### src/rtl/shake_absorb_packer.sv
// SHAKE256 absorb front end: packs a message byte stream into rate-sized blocks
// in native Keccak lane order (byte k at [8k+7:8k]) and applies 0x1F..0x80 padding.
module shake_absorb_packer #(
  parameter int RATE_BITS = 1088
) (
  input  logic                 clk,
  input  logic                 reset,
  input  logic                 in_valid,
  output logic                 in_ready,
  input  logic [7:0]           in_byte,
  input  logic                 in_last,
  input  logic                 empty_msg,
  output logic                 blk_valid,
  input  logic                 blk_ready,
  output logic [RATE_BITS-1:0] blk_data,
  output logic                 blk_last
);

  localparam int NUM_BYTES = RATE_BITS / 8;
  localparam int CW        = $clog2(NUM_BYTES + 1);

  typedef enum logic [1:0] {FILL, PAD, EMIT} state_e;

  state_e               state_q, state_d;
  logic [RATE_BITS-1:0] buf_q, buf_d;
  logic [CW-1:0]        cnt_q, cnt_d;
  logic                 pend_q, pend_d;
  logic                 last_q, last_d;
  logic [CW-1:0]        cnt_inc;

  assign cnt_inc   = cnt_q + 1'b1;
  assign in_ready  = (state_q == FILL);
  assign blk_valid = (state_q == EMIT);
  assign blk_data  = buf_q;
  assign blk_last  = last_q;

  always_comb begin
    state_d = state_q;
    buf_d   = buf_q;
    cnt_d   = cnt_q;
    pend_d  = pend_q;
    last_d  = last_q;
    unique case (state_q)
      FILL: begin
        if (in_valid) begin
          for (int k = 0; k < NUM_BYTES; k++) begin
            if (cnt_q == CW'(k)) buf_d[8*k +: 8] = in_byte;
          end
          cnt_d = cnt_inc;
          if (cnt_inc == CW'(NUM_BYTES)) begin
            // A full block ending the message still needs an all-padding block.
            state_d = EMIT;
            last_d  = 1'b0;
            pend_d  = in_last;
          end else if (in_last) begin
            state_d = PAD;
          end
        end else if (empty_msg && cnt_q == '0) begin
          state_d = PAD;
        end
      end
      PAD: begin
        for (int k = 0; k < NUM_BYTES; k++) begin
          if (cnt_q == CW'(k)) buf_d[8*k +: 8] = buf_d[8*k +: 8] | 8'h1F;
        end
        // OR-ing keeps the 0x9F case when the pad byte is also the last byte.
        buf_d[RATE_BITS-1 -: 8] = buf_d[RATE_BITS-1 -: 8] | 8'h80;
        last_d  = 1'b1;
        pend_d  = 1'b0;
        state_d = EMIT;
      end
      EMIT: begin
        if (blk_ready) begin
          buf_d   = '0;
          cnt_d   = '0;
          last_d  = 1'b0;
          state_d = pend_q ? PAD : FILL;
        end
      end
      default: state_d = FILL;
    endcase
  end

  always_ff @(posedge clk or posedge reset) begin
    if (reset) begin
      state_q <= FILL;
      buf_q   <= '0;
      cnt_q   <= '0;
      pend_q  <= 1'b0;
      last_q  <= 1'b0;
    end else begin
      state_q <= state_d;
      buf_q   <= buf_d;
      cnt_q   <= cnt_d;
      pend_q  <= pend_d;
      last_q  <= last_d;
    end
  end

endmodule

### config.mk
export PLATFORM = sky130hd
export DESIGN_NAME = shake_absorb_packer
export DESIGN_NICKNAME = d
export VERILOG_FILES = /design/src/rtl/shake_absorb_packer.sv
export SDC_FILE = /design/constraint.sdc
export NUM_CORES = 2
export LEC_CHECK = 0
export ABC_CLOCK_PERIOD_IN_PS = 48200
export CORE_AREA = 2 2 429 431
export CTS_CLUSTER_DIAMETER = 40
export DETAILED_ROUTE_END_ITERATION = 7
export DIE_AREA = 0 0 431 433
export HOLD_SLACK_MARGIN = 0.15
export PLACE_DENSITY = 0.52
export SYNTH_ARGS = -nofsm -noshare
export SYNTH_HDL_FRONTEND = slang
export SYNTH_SLANG_ARGS = --single-unit
export TNS_END_PERCENT = 10
### constraint.sdc
create_clock -name clk -period 48.2 [get_ports clk]
set_input_delay 9.64 -clock clk [delete_from_list [all_inputs] [get_ports clk]]
set_output_delay 9.64 -clock clk [all_outputs]
set_load 0.02 [all_outputs]
==> impl_metrics.env <==
export IMPL_die_w_um=431
export IMPL_multi_input_area_um2=14300
export IMPL_die_h_um=433
export IMPL_start_util=0.234
export IMPL_crit_top_cell="buf_4"
export IMPL_use_met3=0.0552
export IMPL_synth_largest_area_cell="dfrtp_1"
export IMPL_ir_drop_mv=0.0440
export IMPL_vias=32499
export IMPL_numPortBuffers=1104
export IMPL_postCtsSetupBuffers=0
export IMPL_drive_gt1_frac=0.176
export IMPL_synth_edf_count=0
export IMPL_cts_hold_buf=0
export IMPL_nets=4832
export IMPL_synthToLayoutAreaGrowth_pct=47.2
export IMPL_final_hold_viol_count=0
export IMPL_synth_flop_cell="dfrtp_1"
export IMPL_post_route_period_util=0.299
export IMPL_synth_avg_cell_area_um2=11.6
export IMPL_power_leakage_uw=0.0266
export IMPL_synth_cells=3669
export IMPL_yosys_top_cells_count="1,100 x dfrtp_1, 561 x nand2_1, 460 x o21ai_0"
export IMPL_synth_area_um2=42600
export IMPL_crit_fanout=132
export IMPL_grt_pass1_wl_um=264000
export IMPL_detail_route_vias_per_cell=4.42
export IMPL_max_slew_margin_rel=0.127
export IMPL_min_period_ns=14.40
export IMPL_power_density_nw_per_um2=97.7
export IMPL_cts_buffers=181
export IMPL_finalSetupViolCount=0
export IMPL_whs_ns=0.473
export IMPL_final_core_util=0.344
export IMPL_wl_per_cell_um=26.0
export IMPL_coreArea_um2=182000
export IMPL_synth_async_reset_ratio=1.00
export IMPL_hold_class="flop to flop"
export IMPL_row_count=157
export IMPL_ys_top_cells_by_area="dfrtp_1 65%, mux2_2 9.9%, o21ai_0 5.4%, nand2_1 4.9%, a21oi_1 3.2%"
export IMPL_drv_cap=0
export IMPL_skew_ns=0.0505
export IMPL_worstPathCellList="clkdlybuf4s50_1, inv_8, buf_4, buf_4, buf_4, buf_4, buf_4"
export IMPL_synth_top_family_by_area="compound AO/OA/AOI/OAI gates"
export IMPL_slew_violations=0
export IMPL_grt_pass1_vias=32945
export IMPL_cts_tree="built"
export IMPL_firstDrtPassIters=6
export IMPL_synthMuxAreaShare=0.112
export IMPL_synth_seq_area_share=0.647
export IMPL_fin_setup_tns_ns=0
export IMPL_setup_worst_path_end_class="asynchronous set/reset pin"
export IMPL_drc=0
export IMPL_n_fill_cell=18237
export IMPL_start_kind="input pin"
export IMPL_clk_pin_slew_ns=0.06
export IMPL_gp_congestion=0.801
export IMPL_dp_hpwl_um=141000
export IMPL_criticalPathCategory="input pin to asynchronous set/reset pin"
export IMPL_cp_top_family="buffers and inverters"
export IMPL_grt_most_used_layer="met2"
export IMPL_synth_compound_area_frac=0.127
export IMPL_rsz0062_at_grt="no"
export IMPL_ios=1105
export IMPL_cts_resized=0
export IMPL_timing_fmax_mhz=69.4
export IMPL_register_area_um2=27500
export IMPL_wl_um=191000
export IMPL_dieArea_um2=187000
export IMPL_clkLatencyLatePin_ns=0.84
export IMPL_globalRouteTotalUtil=0.200
export IMPL_ant_nets=0
export IMPL_grt_util_met2=0.362
export IMPL_grt_use_met1=0.222
export IMPL_fin_total_pwr_uw=6120
export IMPL_worst_path_largest_cell_delay_ns=0.91
export IMPL_synthesis_nets=3692
export IMPL_cp_required_ns=48.98
export IMPL_yosys_area_share_adder=0.00264
export IMPL_synth_most_common_cell="dfrtp_1"
export IMPL_grt_start_max_net_pins=145
export IMPL_arrival_ns=15.18
export IMPL_synth_cell_type_count=50
export IMPL_antenna_found_initial=4
export IMPL_synthSimpleGateAreaFrac=0.0905
export IMPL_drt_iter0_drc=1660
export IMPL_grt_overflow=0
export IMPL_ys_seq_elements=1100
export IMPL_synth_top_area_share=0.647
export IMPL_yosys_warnings=0
export IMPL_slowest_stage="buf_4"
export IMPL_worst_slew_pin_slew_ns=1.30
export IMPL_clock_sinks=1100
export IMPL_htreeDepth=4
export IMPL_synthXorXnorAreaFrac=0.000206
export IMPL_path_buf_inv=7
export IMPL_root_buffer="clkbuf_16"
export IMPL_status="finished, final reports clean"
export IMPL_cts_buffer_depth=3
==> cells by family (layout without fill, tap and decap cells) <==
logic type / Yosys count / count (layout)
xor gates and xnor gates: 1 / 1
adders and majority gates: 9 / 9
other: 0 / 6
buffers and inverters: 211 / 1507
DFF: 1100 / 1100
muxes: 415 / 415
AOI/OAI and AO/OA: 952 / 952
and+or+nand+nor: 981 / 981
==> registers in the layout, summed over array words and instances, names as in the netlist <==
register / cells
blk_data: 1088
cnt_q: 8
state_q: 2
blk_last: 1
pend_q: 1
==> power by group <==
| group | switching (uW) | total (uW) | internal [uW] |
|---|---|---|---|
| Sequential | 239 | 1600 | 1370 |
| Combinational | 2000 | 3190 | 1190 |
| Clock | 508 | 1330 | 817 |
| Total | 2740 | 6120 | 3380 |
==> final timing paths <==
kind,endpoint,slack [ns],start,cells after the start
min in group asynchronous,blk_data[424]$_DFFE_PP0P_,9.47,reset,2
hold reg to reg,blk_data[433]$_DFFE_PP0P_,0.47,blk_data[433]$_DFFE_PP0P_,2
setup / recovery,blk_data[591]$_DFFE_PP0P_,33.80,reset,7
max in group clk,blk_valid,35.80,state_q[0]$_DFFE_PP0P_,3
setup reg to reg,blk_data[757]$_DFFE_PP0P_,44.32,state_q[0]$_DFFE_PP0P_,10
hold / removal,blk_data[433]$_DFFE_PP0P_,0.47,blk_data[433]$_DFFE_PP0P_,2
==> layout by cell type, fill, tap and decap left out, types with 5 or more instances in the layout <==
cell type,count
clkbuf_16,182
a21oi_1,270
nor2b_1,7
o21ai_1,142
diode_2,6
inv_8,6
mux2_2,373
clkinv_16,5
mux2_4,30
nand2_1,561
and2_1,5
clkdlybuf4s50_1,1104
buf_4,56
nor3_1,5
o21ai_0,459
dfrtp_1,1100
mux2i_4,5
clkinv_2,20
a21oi_2,10
a21o_4,10
a21oi_4,40
nand3_1,18
clkbuf_8,26
bufinv_16,13
clkinv_4,19
nand2b_1,8
clkinvlp_4,26
mux2_1,6
ha_1,8
inv_6,25
clkbuf_1,13
nor2_1,355
==> stage by stage <==
stage | std cells | instance area (um^2) | worst slack (ns)
floorplan | 3669 | 42600 | 7.59
global placement | 7011 | 56300 | 32.82
detailed placement | 7011 | 56300 | 32.73
CTS | 7350 | 62700 | 33.65
global route | 7350 | 62700 | 33.00
finish | 7356 | 62700 | 33.80
==> cell type report <==
class | instances | area share
antenna | 6 | 0.000240
tap | 2385 | 0.0476
inverter | 6 | 0.000519
sequential | 1100 | 0.439
timing repair buffer | 1162 | 0.184
clock buffer | 221 | 0.0791
multi-input combinational | 2358 | 0.228
clock inverter | 118 | 0.0219
==> layer usage <==
| layer | share of wire | wire [um] | vias to the layer above |
|---|---|---|---|
| li1 | - | - | 14873 |
| met1 | 0.38 | 72300 | 16403 |
| met2 | 0.52 | 100000 | 987 |
| met3 | 0.063 | 12100 | 236 |
| met4 | 0.035 | 6740 | 0 |
| met5 | 0 | 0 | - |
==> worst register-to-register path: cells and delay by family, from the launching register on <==
family | cells | cell delay (ns)
and+or+nand+nor | 3 | 0.56
muxes | 1 | 0.44
AOI/OAI and AO/OA | 2 | 0.80
DFF | 1 | 0.40
adders and majority gates | 1 | 0.41
buffers and inverters | 3 | 1.16
Power figures use the tool's default switching activity.
